===== config.mk =====
export PLATFORM = sky130hd
export DESIGN_NAME = serial_magnitude_comparator
export DESIGN_NICKNAME = d
export VERILOG_FILES = /design/src/rtl/serial_magnitude_comparator.sv
export SDC_FILE = /design/constraint.sdc
export NUM_CORES = 1
export LEC_CHECK = 0
export ABC_AREA = 1
export CAP_MARGIN = 25
export CORE_MARGIN = 8
export CORE_UTILIZATION = 45
export DETAILED_ROUTE_END_ITERATION = 7
export PLACE_DENSITY = 0.69
export SLEW_MARGIN = 10
export SYNTH_ARGS = -nofsm -noshare
export SYNTH_HDL_FRONTEND = slang
export SYNTH_SLANG_ARGS = --single-unit

===== constraint.sdc =====
create_clock -name clk -period 2.8 [get_ports clk]
set_clock_uncertainty 0.1 [all_clocks]
set_input_delay 0.28 -clock clk [delete_from_list [all_inputs] [get_ports clk]]
set_output_delay 0.28 -clock clk [all_outputs]
set_load 0.02 [all_outputs]

===== src/rtl/serial_magnitude_comparator.sv =====
// Bit-serial MSB-first unsigned magnitude comparator. One bit pair is accepted per
// valid cycle; a one-cycle done pulse presents registered gt/lt/eq after the Nth pair.
module serial_magnitude_comparator #(
    parameter int N = 8
) (
    input  logic clk,
    input  logic rst,
    input  logic start,
    input  logic bit_valid,
    input  logic a_bit,
    input  logic b_bit,
    output logic busy,
    output logic done,
    output logic gt,
    output logic lt,
    output logic eq
);

    localparam int CW = (N > 1) ? $clog2(N) : 1;
    localparam logic [CW-1:0] LAST_IDX = CW'(N - 1);

    typedef enum logic {
        IDLE    = 1'b0,
        COMPARE = 1'b1
    } state_t;

    state_t         state_q, state_d;
    logic [CW-1:0]  cnt_q, cnt_d;
    logic           dec_q, dec_d;
    logic           igt_q, igt_d;
    logic           ilt_q, ilt_d;
    logic           busy_q, busy_d;
    logic           done_q, done_d;
    logic           gt_q, gt_d;
    logic           lt_q, lt_d;
    logic           eq_q, eq_d;

    // Decision flags including the pair presented this cycle (first difference wins).
    logic           dec_n_s, igt_n_s, ilt_n_s;

    // Fold the current bit pair into the running decision.
    always_comb begin
        dec_n_s = dec_q;
        igt_n_s = igt_q;
        ilt_n_s = ilt_q;
        if (!dec_q && (a_bit != b_bit)) begin
            dec_n_s = 1'b1;
            igt_n_s = a_bit;
            ilt_n_s = ~a_bit;
        end else begin
            dec_n_s = dec_q;
        end
    end

    // Next-state and output-register computation.
    always_comb begin
        state_d = state_q;
        cnt_d   = cnt_q;
        dec_d   = dec_q;
        igt_d   = igt_q;
        ilt_d   = ilt_q;
        busy_d  = busy_q;
        done_d  = 1'b0;
        gt_d    = gt_q;
        lt_d    = lt_q;
        eq_d    = eq_q;

        case (state_q)
            IDLE: begin
                if (start) begin
                    state_d = COMPARE;
                    cnt_d   = '0;
                    dec_d   = 1'b0;
                    igt_d   = 1'b0;
                    ilt_d   = 1'b0;
                    busy_d  = 1'b1;
                    gt_d    = 1'b0;
                    lt_d    = 1'b0;
                    eq_d    = 1'b0;
                end else begin
                    state_d = IDLE;
                end
            end
            COMPARE: begin
                if (start) begin
                    // Restart: the aborted operation never produces a done.
                    cnt_d  = '0;
                    dec_d  = 1'b0;
                    igt_d  = 1'b0;
                    ilt_d  = 1'b0;
                    busy_d = 1'b1;
                end else if (bit_valid) begin
                    dec_d = dec_n_s;
                    igt_d = igt_n_s;
                    ilt_d = ilt_n_s;
                    if (cnt_q == LAST_IDX) begin
                        state_d = IDLE;
                        busy_d  = 1'b0;
                        done_d  = 1'b1;
                        gt_d    = igt_n_s;
                        lt_d    = ilt_n_s;
                        eq_d    = ~dec_n_s;
                    end else begin
                        cnt_d = cnt_q + CW'(1);
                    end
                end else begin
                    state_d = COMPARE;
                end
            end
            default: begin
                state_d = IDLE;
                busy_d  = 1'b0;
            end
        endcase
    end

    // State and output registers with asynchronous reset.
    always_ff @(posedge clk or posedge rst) begin
        if (rst) begin
            state_q <= IDLE;
            cnt_q   <= '0;
            dec_q   <= 1'b0;
            igt_q   <= 1'b0;
            ilt_q   <= 1'b0;
            busy_q  <= 1'b0;
            done_q  <= 1'b0;
            gt_q    <= 1'b0;
            lt_q    <= 1'b0;
            eq_q    <= 1'b0;
        end else begin
            state_q <= state_d;
            cnt_q   <= cnt_d;
            dec_q   <= dec_d;
            igt_q   <= igt_d;
            ilt_q   <= ilt_d;
            busy_q  <= busy_d;
            done_q  <= done_d;
            gt_q    <= gt_d;
            lt_q    <= lt_d;
            eq_q    <= eq_d;
        end
    end

    assign busy = busy_q;
    assign done = done_q;
    assign gt   = gt_q;
    assign lt   = lt_q;
    assign eq   = eq_q;

endmodule


==> results by group, run 1 <==
Global route
  – Gr ovfl total: 0
  – GRT Overall Usage: 0.107
  – Largest net degree at the start of global routing: 13
  – First-pass GRT wire length: ~2300 um
  – Initial antenna violation count: 0
  – Vias in the first global route: between 500 and 600

Timing
  – Max Fclk: slightly above 600 MHz
  – Worst-margin pin slew: 0.442 ns
  – Final Hold Viols: 0
  – Finish-stage setup viols: 0
  – Relative slew slack: 0.705
  – Fin crit share: 0.582
  – Setup ws final: roughly 1.2 ns
  – RSZ-0062 raised after global routing: no
  – Final Slew Violations: 0
  – Final Critical Period: 1.63 ns
  – Setup TNS Final: 0 ns

Worst setup path
  – Worst r2r dst: cnt_q[1]
  – Worst setup path start: eq
  – Required @ worst endpoint: 2.42 ns
  – R2r startpoint: cnt_q[0]
  – Slowest cell on crit path: clkdlybuf4s50_1
  – Stages on worst setup path: 1
  – CP bufs+invs: 1
  – Crit path capture type: primary output
  – Worst path max stage delay: 0.61 ns
  – Top Family by Delay on Critical Path: buffers and inverters
  – Reg-to-reg setup timing slack: 1.30 ns
  – CP arrival: 1.25 ns
  – Worst reg2reg path depth: 6
  – Worst-path cell chain: clkdlybuf4s50_1
  – End point of the critical path: eq
  – Critical path type: reg -> out
  – Setup crit start kind: register
  – Crit Path Max Fanout: 2

Clocking
  – CTS tree: yes
  – Hold_buf cts: 0
  – Post-CTS setup buffers: 0
  – Clock-pin slew on the worst setup and hold paths: 0.08 ns
  – CTS Buf Count: 3
  – H-tree levels: 1
  – Clock Path Buffers: 2
  – Num Clock Sinks: 12
  – Post-CTS resize count: 0
  – Worst-Skew Late Latency: approximately 0.28 ns
  – Clock root buffer: clkbuf_4

Route
  – DRC: 0
  – Wire length per cell: 11.3 um
  – Drt via density: 4.85
  – Routed WL: 1300 um
  – Post-route ant nets: 0
  – Via Count: 558
  – 1st-pass router iterations: 4
  – DRT iter0 DRCs: 15

Synthesis
  – Synthesized area per cell: 7.80 sq um
  – Post-synthesis sequential area ratio: 0.453
  – Area contributors post-synth: dfrtp_1 45%, nand2_1 17%, ha_1 11%
  – Post-synthesis cell type count: 13
  – Syn Inst Count: 85
  – Syn Nets: 97
  – Synth top area share: 0.453
  – Biggest area consumer among synthesized cells: dfrtp_1
  – FF+latch count, synth: 12
  – Synth Cell Area: around 660 sq um
  – Yosys warns: 0

Pwr
  – Pwr/cell area: 521 nW/um^2
  – P_leak: about 0.46 nW
  – Peak VDD IR: 0.000296 V

Place
  – Hpwl dp: 1040 um
  – Routability congestion estimate: 0.847
  – Dpl ws: 0.966 ns
  – Port buffer count: 10

Cells and area
  – Fill count: 133
  – Layout cell share with drive strength beyond 1: 0.0808
  – Most common cell after layout, fill and taps aside: nand2_1
  – Total Nets Final: 112
  – Most frequent cells in the layout: 30 x nand2_1, 13 x inv_1, 12 x dfrtp_1, 10 x clkdlybuf4s50_1, 8 x nand3_1
  – Layout area overhead: 23.6%
  – Ant. Diodes: 0

Run
  – Maxcap violations: 0

Floorplan
  – Die width: approximately 54 um
  – I/O pin cnt: 11
  – Core ar.: 1440 sq um
  – Die Ht: 54.4 um
  – Initial Util: 0.462
  – Std-Cell Rows: 14
  – Full die area: 2960 sq um

Min path
  – Worst Hold Class: in -> async

Status
  – Status: completed
[flip-flops by register name, indices dropped and copies added (netlist names)]
signal	cells
eq	1
busy	1
state_q	1
lt	1
gt	1
igt_q	1
cnt_q	3
dec_q	1
ilt_q	1
done	1
[stage by stage]
stage / power, mW / cell area (sq um) / hold slack, ns / cells / utilization
3_3_place_gp: 0.288 / 783 / 0.362 / 111 / 0.545
2_1_floorplan: 0.253 / 663 / 0.0447 / 85 / -
4_1_cts: 0.433 / 820 / 0.217 / 115 / 0.571
6_report: 0.427 / 820 / 0.189 / 115 / 0.571
5_1_grt: 0.451 / 820 / 0.257 / 115 / 0.571
3_5_place_dp: 0.291 / 783 / 0.367 / 111 / 0.545
[kinds of logic after synthesis]
kind of cell / count (synthesis) / share of synthesized area
AND/OR/NAND/NOR: 44 / 0.287
buffers and inverters: 14 / 0.0792
flip-flops: 12 / 0.453
AO/OA/AOI/OAI: 9 / 0.0679
adder cells (fa/ha/maj): 6 / 0.113
[cell usage after synthesis, drive strengths merged]
master,instances
or2,1
nand2,33
o21ai,6
inv,14
dfrtp,12
ha,6
nand3,8
a21oi,3
nor2,2
[metal layers]
layer	global-route usage	up-vias	part of all wire
li1	-	290	-
met1	0.122	250	0.44
met2	0.170	13	0.46
met3	0.0272	5	0.059
met4	0.0738	0	0.032
met5	0	-	0
[worst min path at each step]
stage               slack [ns]  endpoint   from
global route              0.26        lt    rst
floorplan                 0.04      busy    rst
finish                    0.19        gt    rst
CTS                       0.22        lt    rst
detailed placement        0.37     ilt_q  ilt_q
global placement          0.36     igt_q  igt_q
[final cells by class]
class                           count  area [sq um]  share of cell area
Multi-Input combinational cell     59           310               0.379
Sequential cell                    12           300               0.366
Timing Repair Buffer               10           100               0.122
Inverter                           14          52.6              0.0641
Clock buffer                        4          36.3              0.0443
Tap cell                           16          20.0              0.0244
[where the power goes]
part | leakage [nW] | total (mW) | switching (mW) | internal, mW
combinational | 0.288 | 0.0851 | 0.0475 | 0.0377
sequential | 0.156 | 0.201 | 0.0100 | 0.191
clock | 0.0210 | 0.141 | 0.0619 | 0.0792
total | 0.465 | 0.427 | 0.119 | 0.308
No activity file was read; power rests on OpenSTA's default activity.
==> run 2: changes to the inputs <==
--- a/config.mk
+++ b/config.mk
@@ -10,7 +10,7 @@
 export CORE_MARGIN = 8
 export CORE_UTILIZATION = 45
 export DETAILED_ROUTE_END_ITERATION = 7
-export PLACE_DENSITY = 0.69
+export PLACE_DENSITY = 0.72
 export SLEW_MARGIN = 10
 export SYNTH_ARGS = -nofsm -noshare
 export SYNTH_HDL_FRONTEND = slang
==> constraint.sdc (replaced) <==
create_clock -name clk -period 1.44 [get_ports clk]
set_clock_uncertainty 0.1 [all_clocks]
set_input_delay 0.144 -clock clk [delete_from_list [all_inputs] [get_ports clk]]
set_output_delay 0.144 -clock clk [all_outputs]
set_load 0.02 [all_outputs]
==> results by group, run 2 (synthesis gave the netlist of run 1 again) <==
Status
  – Status: completed

Timing
  – Relative slew slack: 0.692
  – Worst-margin pin slew: 0.462 ns
  – Fin crit share: 0.971
  – Final Critical Period: approximately 1.4 ns
  – Final Hold Viols: 0
  – Hold Slack: 0.0839 ns
  – Final Slew Violations: 0
  – Finish-stage setup viols: 0
  – Max Fclk: 715 MHz
  – Setup ws final: 0.0421 ns

Clocking
  – Clock Path Buffers: 2
  – CTS Buf Count: 3
  – H-tree levels: 1
  – Clock-pin slew on the worst setup and hold paths: 0.07 ns
  – Worst-Skew Late Latency: 0.27 ns
  – Hold_buf cts: 0
  – Num Clock Sinks: 12
  – CTS tree: yes
  – Clock root buffer: clkbuf_4

Cells and area
  – Total Nets Final: approximately 120
  – Final core occ: 0.592
  – Top reg by flops: cnt_q
  – Layout area overhead: 28.3%
  – Most frequent cells in the layout: 29 x nand2_1, 13 x inv_1, 12 x dfrtp_1, 8 x nand3_1
  – Layout cell share with drive strength beyond 1: 0.165
  – Ant. Diodes: 0
  – Fill count: 131
  – Max FFs per register: 3
  – Most common cell after layout, fill and taps aside: nand2_1

Floorplan
  – Core ar.: 1440 sq um
  – Full die area: 2960 sq um
  – Die Ht: 54.4 um
  – Die width: around 54 um
  – Initial Util: 0.462
  – I/O pin cnt: 11
  – Std-Cell Rows: 14

Global route
  – Vias in the first global route: 539
  – Largest net degree at the start of global routing: 13
  – First-pass GRT wire length: 2160 um
  – Initial antenna violation count: 0
  – Gr ovfl total: 0
  – GRT Overall Usage: 0.102

Place
  – Port buffer count: 10
  – Hpwl dp: 1070 um
  – Routability congestion estimate: 0.825
  – Dpl ws: -0.195 ns

Pwr
  – Total power draw: 0.769 mW
  – Pwr/cell area: between 900 and 1000 nW/um^2
  – P_leak: about 0.5 nW
  – Clock power frac: 0.265
  – Peak VDD IR: approximately 0.0005 V
  – Combinational power share: 0.228
  – Power Internal: 0.545 mW
  – Switching Share: 0.291
  – Flop pwr share: 0.507
  – NetSw: 0.224 mW

Route
  – 1st-pass router iterations: 4
  – DRC: 0
  – Post-route ant nets: 0
  – DRT iter0 DRCs: 16
  – Wire length per cell: 11.6 um
  – Via Count: slightly above 600
  – Routed WL: about 1400 um
  – Drt via density: 5.13

Worst setup path
  – Required @ worst endpoint: about 1.5 ns
  – Crit path capture type: register
  – CP arrival: roughly 1.5 ns
  – Critical path type: reg -> reg
  – Crit Path Max Fanout: 6
  – Setup crit start kind: register

Run
  – Maxcap violations: 0

Min path
  – Worst Hold Class: in -> async
==> run 2: final cells by class <==
class,instances,area [sq um],share of cell area
clock buffers,3,22.5,0.0265
inverters,14,52.6,0.0618
multi-input cells,59,324,0.381
flip-flops and latches,12,300,0.353
well taps,16,20.0,0.0235
repair buffers,15,131,0.154
==> run 2: path summary, 6_finish.rpt <==
| path | depth (start not counted) | slack, ns | to | start |
|---|---|---|---|---|
| worst min register to register | 2 | 0.38 | gt | gt |
| min in group clk | 2 | 0.38 | gt | gt |
| worst min-delay path | 2 | 0.08 | gt | rst |
| worst max register to register | 6 | 0.04 | cnt_q[2] | cnt_q[1] |
| worst max-delay path | 6 | 0.04 | cnt_q[2] | cnt_q[1] |
| max in group asynchronous | 2 | 0.84 | igt_q | rst |
==> run 2: power by group through the flow <==
| stage | sequential [mW] | combinational [mW] | clock (mW) |
|---|---|---|---|
| 2_1_floorplan | 0.415 | 0.0771 | 0 |
| 3_3_place_gp | 0.395 | 0.168 | 0 |
| 3_5_place_dp | 0.397 | 0.172 | 0 |
| 4_1_cts | 0.389 | 0.169 | 0.211 |
| 5_1_grt | 0.394 | 0.195 | 0.229 |
| 6_report | 0.390 | 0.175 | 0.204 |
==> run 2: metal layers <==
metal / global-route usage / wire length (um) / vias up
met2: 0.155 / 604 / 25
met5: 0 / 0 / -
li1: - / - / 301
met1: 0.116 / 594 / 273
met4: 0.0492 / 51 / 0
met3: 0.0543 / 125 / 11
==> run 2: metrics by stage <==
stage,instance area (sq um),std cells,TNS [ns]
floorplan,663,85,0
global route,851,119,-0.0174
global placement,806,114,-0.642
finish,851,119,0
detailed placement,806,114,-0.825
CTS,838,118,0
==> run 2: timing repair <==
action,4_1_cts,5_1_grt
setup endpoints to repair,9,5
buffers inserted,1,1
pin swaps,0,2
gates resized for setup,8,2
==> run 2: critical path: stages (launching register included) <==
cell and delay [ns]:
dfrtp_1 0.40, ha_2 0.20, ha_2 0.18, a21oi_2 0.18, nand2_4 0.09, nand2_1 0.07
o21ai_0 0.07
==> run 3: changes to the inputs <==
--- a/config.mk
+++ b/config.mk
@@ -15,3 +15,4 @@
 export SYNTH_ARGS = -nofsm -noshare
 export SYNTH_HDL_FRONTEND = slang
 export SYNTH_SLANG_ARGS = --single-unit
+export TNS_END_PERCENT = 100
==> results of run 3 <==
The final DEF is identical to that of run 2; final timing and power are the same.
